<file path="config.mk">
export PLATFORM = sky130hd
export DESIGN_NAME = chain_search
export DESIGN_NICKNAME = d
export VERILOG_FILES = /design/src/rtl/chain_search_pkg.sv /design/src/rtl/chain_search.sv
export SDC_FILE = /design/constraint.sdc
export NUM_CORES = 1
export LEC_CHECK = 0
export CAP_MARGIN = 20
export CORE_ASPECT_RATIO = 1.1
export CORE_UTILIZATION = 40
export DETAILED_ROUTE_END_ITERATION = 10
export PLACE_DENSITY = 0.82
export SLEW_MARGIN = 20
export SYNTH_ARGS = -nofsm -noshare
export SYNTH_HDL_FRONTEND = slang
export SYNTH_SLANG_ARGS = --single-unit
</file>
<file path="constraint.sdc">
create_clock -name clk_i -period 2.5 [get_ports clk_i]
set_clock_uncertainty 0.15 [all_clocks]
set_input_delay 0.5 -clock clk_i [delete_from_list [all_inputs] [get_ports clk_i]]
set_output_delay 0.5 -clock clk_i [all_outputs]
set_load 0.05 [all_outputs]
</file>
<file path="src/rtl/chain_search_pkg.sv">
`default_nettype none
// +---------------------------------------------------------------------------+
// | chain_search_pkg: hash-table command, data-RAM and result types.          |
// | Revision 1.0                                                              |
// +---------------------------------------------------------------------------+
package chain_search_pkg;

  localparam int HT_KEY_WIDTH    = 32;
  localparam int HT_VALUE_WIDTH  = 32;
  localparam int HT_PTR_WIDTH    = 10;
  localparam int HT_BUCKET_WIDTH = 8;
  localparam int HT_MAX_CHAIN    = 16;
  localparam int HT_CNT_WIDTH    = $clog2(HT_MAX_CHAIN + 1);

  typedef enum logic [1:0] {
    OP_SEARCH = 2'd0,
    OP_INSERT = 2'd1,
    OP_DELETE = 2'd2
  } ht_opcode_t;

  typedef struct packed {
    ht_opcode_t                opcode;
    logic [HT_KEY_WIDTH-1:0]   key;
  } ht_cmd_t;

  typedef struct packed {
    ht_cmd_t                    cmd;
    logic [HT_BUCKET_WIDTH-1:0] bucket;
    logic [HT_PTR_WIDTH-1:0]    head_ptr;
    logic                       head_ptr_val;
  } ht_pdata_t;

  typedef struct packed {
    logic [HT_KEY_WIDTH-1:0]   key;
    logic [HT_VALUE_WIDTH-1:0] value;
    logic [HT_PTR_WIDTH-1:0]   next_ptr;
    logic                      next_ptr_val;
  } ht_data_ram_t;

  typedef enum logic [2:0] {
    RES_FOUND       = 3'd0,
    RES_NOT_FOUND   = 3'd1,
    RES_NO_ENTRY    = 3'd2,
    RES_CHAIN_LIMIT = 3'd3,
    RES_ILLEGAL_OP  = 3'd4
  } ht_rescode_t;

  typedef struct packed {
    ht_cmd_t                    cmd;
    logic [HT_BUCKET_WIDTH-1:0] bucket;
    ht_rescode_t                rescode;
    logic [HT_VALUE_WIDTH-1:0]  value;
    logic [HT_CNT_WIDTH-1:0]    chain_len;
  } ht_result_t;

endpackage
`default_nettype wire

</file>
<file path="src/rtl/chain_search.sv">
`default_nettype none
// +---------------------------------------------------------------------------+
// | chain_search: walks one bucket's linked chain per command, returns result.|
// | Revision 1.0                                                              |
// +---------------------------------------------------------------------------+
module chain_search
  import chain_search_pkg::*;
#(
  parameter int KEY_WIDTH   = HT_KEY_WIDTH,
  parameter int VALUE_WIDTH = HT_VALUE_WIDTH,
  parameter int PTR_WIDTH   = HT_PTR_WIDTH,
  parameter int MAX_CHAIN   = HT_MAX_CHAIN
) (
  input  logic                 clk_i,
  input  logic                 rst_ni,
  input  ht_pdata_t            pdata_in_i,
  input  logic                 pdata_in_valid_i,
  output logic                 pdata_in_ready_o,
  output logic [PTR_WIDTH-1:0] rd_addr_o,
  output logic                 rd_en_o,
  input  ht_data_ram_t         rd_data_i,
  output ht_result_t           result_o,
  output logic                 result_valid_o,
  input  logic                 result_ready_i
);

  localparam int                   CNT_WIDTH = $clog2(MAX_CHAIN + 1);
  localparam logic [CNT_WIDTH-1:0] CNT_MAX   = CNT_WIDTH'(MAX_CHAIN);

  typedef enum logic [1:0] {
    ST_IDLE  = 2'd0,
    ST_CHECK = 2'd1,
    ST_OUT   = 2'd2
  } state_t;

  state_t               state_q, state_d;
  logic [CNT_WIDTH-1:0] chain_cnt_q, chain_cnt_d;
  ht_result_t           result_q, result_d;
  logic                 result_valid_q, result_valid_d;
  logic                 rd_en;
  logic [PTR_WIDTH-1:0] rd_addr;

  logic [KEY_WIDTH-1:0]   ram_key;
  logic [KEY_WIDTH-1:0]   cmd_key;
  logic [VALUE_WIDTH-1:0] ram_value;
  logic [PTR_WIDTH-1:0]   ram_next;
  logic [PTR_WIDTH-1:0]   head_ptr;

  assign ram_key   = rd_data_i.key;
  assign ram_value = rd_data_i.value;
  assign ram_next  = rd_data_i.next_ptr;
  assign head_ptr  = pdata_in_i.head_ptr;
  // The latched command lives in the result register for the whole walk.
  assign cmd_key   = result_q.cmd.key;

  always_comb begin
    state_d        = state_q;
    chain_cnt_d    = chain_cnt_q;
    result_d       = result_q;
    result_valid_d = result_valid_q;
    rd_en          = 1'b0;
    rd_addr        = '0;

    case (state_q)
      ST_IDLE: begin
        if (pdata_in_valid_i) begin
          chain_cnt_d     = '0;
          result_d        = '0;
          result_d.cmd    = pdata_in_i.cmd;
          result_d.bucket = pdata_in_i.bucket;
          if (pdata_in_i.cmd.opcode != OP_SEARCH) begin
            result_d.rescode = RES_ILLEGAL_OP;
            result_valid_d   = 1'b1;
            state_d          = ST_OUT;
          end else if (!pdata_in_i.head_ptr_val) begin
            result_d.rescode = RES_NO_ENTRY;
            result_valid_d   = 1'b1;
            state_d          = ST_OUT;
          end else begin
            rd_en       = 1'b1;
            rd_addr     = head_ptr;
            chain_cnt_d = CNT_WIDTH'(1);
            state_d     = ST_CHECK;
          end
        end
      end

      ST_CHECK: begin
        result_d.chain_len = chain_cnt_q;
        if (ram_key == cmd_key) begin
          result_d.rescode = RES_FOUND;
          result_d.value   = ram_value;
          result_valid_d   = 1'b1;
          state_d          = ST_OUT;
        end else if (!rd_data_i.next_ptr_val) begin
          result_d.rescode = RES_NOT_FOUND;
          result_valid_d   = 1'b1;
          state_d          = ST_OUT;
        end else if (chain_cnt_q == CNT_MAX) begin
          result_d.rescode = RES_CHAIN_LIMIT;
          result_valid_d   = 1'b1;
          state_d          = ST_OUT;
        end else begin
          rd_en       = 1'b1;
          rd_addr     = ram_next;
          chain_cnt_d = chain_cnt_q + 1'b1;
        end
      end

      ST_OUT: begin
        if (result_ready_i) begin
          result_valid_d = 1'b0;
          state_d        = ST_IDLE;
        end
      end

      default: begin
        result_valid_d = 1'b0;
        state_d        = ST_IDLE;
      end
    endcase
  end

  always_ff @(posedge clk_i or negedge rst_ni) begin
    if (!rst_ni) begin
      state_q        <= ST_IDLE;
      chain_cnt_q    <= '0;
      result_q       <= '0;
      result_valid_q <= 1'b0;
    end else begin
      state_q        <= state_d;
      chain_cnt_q    <= chain_cnt_d;
      result_q       <= result_d;
      result_valid_q <= result_valid_d;
    end
  end

  // Gating with rst_ni keeps the RAM port quiet and the input closed while reset is held.
  assign rd_en_o          = rd_en & rst_ni;
  assign rd_addr_o        = rd_en_o ? rd_addr : '0;
  assign pdata_in_ready_o = (state_q == ST_IDLE) & rst_ni;
  assign result_o         = result_q;
  assign result_valid_o   = result_valid_q;

endmodule
`default_nettype wire

</file>
; Yosys cells after proc, flatten, opt, wreduce, memory -nomap -nowiden
; Cells that the tools add are included.
[totals]
elab_cells = 80
output_inout_bits = 95
ff_bits = 90
input_bits = 132
[classes]
n_eq_ne = 12
n_addsub = 1
muxes = 46
n_reduce_logical = 10
bitwise = 2
[op_table]
columns = cell, count
row1 = $pmux W40 S2, 1
row2 = $mux W10, 7
row3 = $mux W40, 1
row4 = $eq A32 B32 Y1, 1
row5 = $mux W32, 1
row6 = $mux W5, 4
row7 = $pmux W10 S2, 1
row8 = $mux W2, 8
row9 = $mux W1, 15
row10 = $mux W3, 4
row11 = $ne A2 B2 Y1 const B, 6
row12 = $pmux W5 S2, 1
row13 = $reduce_and A3 Y1, 3
row14 = $pmux W2 S3, 1
row15 = $add A5 B1 Y5 const B, 1
row16 = $eq A5 B5 Y1 const B, 1
row17 = $reduce_and A5 Y1, 1
row18 = $ne A4 B4 Y1 const B, 1
row19 = $reduce_and A2 Y1, 2
row20 = $reduce_and A4 Y1, 1
row21 = $reduce_bool A2 Y1, 2
row22 = $ne A3 B3 Y1 const B, 1
row23 = $pmux W1 S3, 1
row24 = $and A1 B1 Y1, 2
row25 = 4 further kinds, 4

; Depth between registers and ports, before layout
[logic_depth]
word_depth = 7
depth_mapped = 9
mapped_depth_nobuf = 8

; Least setup slack after synthesis
; OpenSTA, ideal clock, no wires.
[synth_path]
path_kind = register to output
start = reg result_q (netlist bit cmd_key[6])
end = out rd_addr_o[4]
path_stages_with_launch = 8
arrival_ns = 2.322
required_ns = 1.850
setup_slack_ns = -0.472
n_path_buf = 1
path_cell_list = dfrtp_1 xnor2_1 nand4_1 nor4_2 a21oi_2 clkbuf_1 a22oi_1 nor2_1
[synth_via]
elab_chain_cells = 5
[synth_rtl]
columns = element, line
row1 = "start, declared", chain_search.sv:38  ; ht_result_t result_q, result_d;
row2 = "start signal, assigned", chain_search.sv:133  ; result_q <= result_d;
row3 = $eq A32 B32 Y1 *, chain_search.sv:90  ; if (ram_key == cmd_key) begin
row4 = $mux W1, chain_search.sv:90
row5 = $pmux W1 S2, chain_search.sv:64  ; case (state_q)
row6 = $and A1 B1 Y1, chain_search.sv:139  ; assign rd_en_o = rd_en & rst_ni;
row7 = $mux W10 *, chain_search.sv:140  ; assign rd_addr_o = rd_en_o ? rd_addr : '0;
row8 = "end, declared", chain_search.sv:19  ; output logic [PTR_WIDTH-1:0] rd_addr_o,
; Every way passes the cells marked *; elsewhere a longest branch is shown, timed or not.

; Worst setup path after layout
[layout_path]
start = reg result_q (netlist bit cmd_key[14])
end = out rd_addr_o[5]
; The elaborated chain is that of the path after synthesis.

==> impl_results.md <==
* Final Hold Fails at 0
* Synth area leaders: dfrtp_1 (53%), mux2_2 (11%), a31o_2 (6.6%)
* Clock slew at reported path FFs at 60 ps
* Post-Synth Adder-Cell Area at 0.00585
* Worst path cell trace: xnor2_2, nand4_1, nor4_4, buf_4, a21oi_4, buf_6, a22oi_2, nor2_4, buf_12
* Sw Ratio at 0.375
* Worst EP arrival at 2320 ps
* Pwr Density at 753 nW/um2
* Logic pwr share at 0.451
* Max-slew violation count at 0
* Via count at 4,098
* Critical path class: reg2out
* Placed insts at 785
* Total track usage at 0.256
* Largest net degree at the start of global routing at 91
* Worst Setup Slack, final at -466 ps
* Max frequency at 0.337 GHz
* Post-synthesis mux area share at 0.113
* Most used DFF post-synth: dfrtp_1
* GPL Wtd Cong at 0.813
* Final HPWL DP at 9.52 mm
* IO Count at 227
* Die area at 11,100 um2
* Synth cell types at 38
* Wirelength per Cell at 16.7 um
* Mean cell area of the mapped netlist at 11.0 um2
* Hold buffers post-CTS at 0
* Initial Util at 0.411
* Max Cap Viol at 0
* CTS HTree Levels at 3
* Int Power at 3.72 mW
* Tmin final at 2970 ps
* RSZ-0062 raised after global routing: true
* Post-synthesis simple-gate area fraction at 0.114
* Setup WS pre-CTS at -721 ps
* Clock tree sinks at 90
* Post-route DRC at 0
* Share of cells above drive strength 1 at 0.379
* Failing checks: negative setup slack
* Post-synth top area cell: dfrtp_1
* Synth cell count leaders: dfrtp_1 (90), nor2_1 (52), mux2_2 (43), inv_1 (36)
* Die width at 101 um
* Largest family of logic cells by synthesized area: compound AO/OA/AOI/OAI gates
* Synth top area share at 0.527
* Tightest Hold Check Type: in2async
* Net count after synthesis at 521
* Avg Vias per Cell at 4.99
* Die height at 110 um
* CTS tree: done
* CP Launch Type: flop
* Top-count cell post-synth: dfrtp_1
* Filler cells at 666
* Clk root buf: clkbuf_16
* Crit-path max cell delay at 420 ps
* Critical-path top delay cell: dfrtp_2
* Fin crit share at 1.19
* Synth warn at 0
* Worst-skew pair later-pin latency at 340 ps
* Leak pwr at 3.48 nW
* Register area share after synthesis at 0.527
* WP data required at 1850 ps
* GRT overflow at 0
* # rows at 39
* Drt pass-1 iters at 4
* Synth Area in Compound Gates at 0.120
* Crit. End Element: output port
* Final Power at 5.95 mW
* Synthesized area at 4270 um2
* Synth Register Bits at 90
* Count of final setup violators at 11
* Clk pwr share at 0.223
* Core Area at 10,400 um2
* Rel. slew slack at 0.619
* Post-route ant nets at 0
* P_sw at 2.23 mW
* Post-synth EDFFs at 0
* Num CTS Buffers at 9
* Post-Synth XOR/XNOR Area at 0.0656
* I/O Buffers at 226
* First-pass GRT wire length at 21.9 mm
* Initial drt markers at 85
* Status: complete, but fails checks
* Mapped Cells at 387
* Slew @ Worst Pin at 569 ps
* CTS Buffer Depth at 2
* Initial antenna violation count at 3
* Sequential Power Share at 0.326
* Worst-path maximum fanout at 5
* Layout net count at 804
* Synth-to-Final Area Change at 84.9%
* Maximum VDD drop at 0.607 mV
* Final core occ at 0.760
* Async SR Flop Fraction at 1.00
* Final WL at 13.7 mm
* Vias in the first global route at 4,342
* Final Non-Filler Cells at 822
## routing by layer
metal	up-vias	GRT usage	wire length, um
li1	1899	-	-
met1	2010	0.272	4850
met2	157	0.456	7580
met3	32	0.0677	880
met4	0	0.133	419
met5	-	0	0
## final cells by class
cell class / instances / area [um2] / share of cell area
Clock inverter: 6 / 57.6 / 0.00728
Sequential cell: 90 / 2290 / 0.290
Multi-Input combinational cell: 242 / 2120 / 0.268
Clock buffer: 10 / 229 / 0.0290
Timing Repair Buffer: 291 / 2880 / 0.365
Tap cell: 143 / 179 / 0.0226
Inverter: 36 / 135 / 0.0171
Antenna cell: 4 / 10.0 / 0.00127
## cell families (layout without fill, tap and decap cells)
logic type | after synthesis | in the layout
and+or+nand+nor | 101 | 101
DFF | 90 | 90
AOI/OAI and AO/OA | 63 | 64
buffers and inverters | 56 | 343
muxes | 43 | 43
xor gates and xnor gates | 32 | 32
adders and majority gates | 2 | 2
other | 0 | 4
## state kept, by name, summed over array words and instances, names as in the netlist
register	flops
cmd_key	32
state_q	2
chain_cnt_q	5
result_o	50
result_valid_o	1
## cells in the final DEF (no fill, tap or decap), types with 14 or more instances in the layout
| cell type | synthesis | layout |
|---|---|---|
| a31o_2 | 32 | 32 |
| dfrtp_2 | 0 | 32 |
| clkdlybuf4s50_1 | 0 | 181 |
| buf_4 | 0 | 58 |
| dfrtp_1 | 90 | 58 |
| nor2_1 | 52 | 42 |
| buf_12 | 0 | 14 |
| xnor2_1 | 32 | 14 |
| xnor2_2 | 0 | 18 |
| inv_1 | 36 | 36 |
| mux2_2 | 43 | 42 |
| dlygate4sd2_1 | 0 | 26 |
| nand2_1 | 17 | 16 |
## worst max-delay path, delay by kind of cell (launching register included)
family / cells / cell delay [ps]
buf+inv: 3 / 460
simple gates: 3 / 620
compound gates: 2 / 320
flops: 1 / 420
xor+xnor: 1 / 150
## worst paths after layout
kind | cells past startpoint | slack, ps | start | endpoint
max in group asynchronous | 2 | 1740 | rst_ni | cmd_key[27]$_DFFE_PN0P_
min reg2reg | 2 | 340 | result_valid_o$_DFFE_PN0P_ | result_valid_o$_DFFE_PN0P_
max reg2reg | 9 | 60 | cmd_key[14]$_DFFE_PN0P_ | result_o[38]$_DFFE_PN0P_
max | 9 | -470 | cmd_key[14]$_DFFE_PN0P_ | rd_addr_o[5]
min | 2 | 60 | rst_ni | state_q[1]$_DFFE_PN0P_
min in group clk_i | 2 | 340 | result_valid_o$_DFFE_PN0P_ | result_valid_o$_DFFE_PN0P_
## metrics by stage
| step | setup TNS [ps] | area, um2 | hold WS, ps |
|---|---|---|---|
| 3_3_place_gp | -14900 | 7240 | 320 |
| 6_report | -4520 | 7900 | 61.4 |
| 3_5_place_dp | -19790 | 7240 | 326 |
| 5_1_grt | -6080 | 7900 | 117 |
| 2_1_floorplan | -420 | 4380 | 54.4 |
| 4_1_cts | -4040 | 7810 | 90.8 |
## power groups by stage
| stage | clock, mW | sequential, mW | combinational (mW) |
|---|---|---|---|
| after floorplan | 0 | 2.76 | 0.583 |
| after global placement | 0 | 1.92 | 2.48 |
| after detailed placement | 0 | 1.93 | 2.52 |
| after CTS | 1.35 | 1.92 | 2.65 |
| after global routing | 1.42 | 1.97 | 2.80 |
| final | 1.33 | 1.94 | 2.69 |
## repair_timing
action                     in CTS  in global routing
resized for setup              71                 17
setup endpoints to repair      18                 18
setup buffers                  26                  7
pin swaps                      57                 15
cloned                          1                  0
Note: power is estimated with default switching activity, not from simulation.
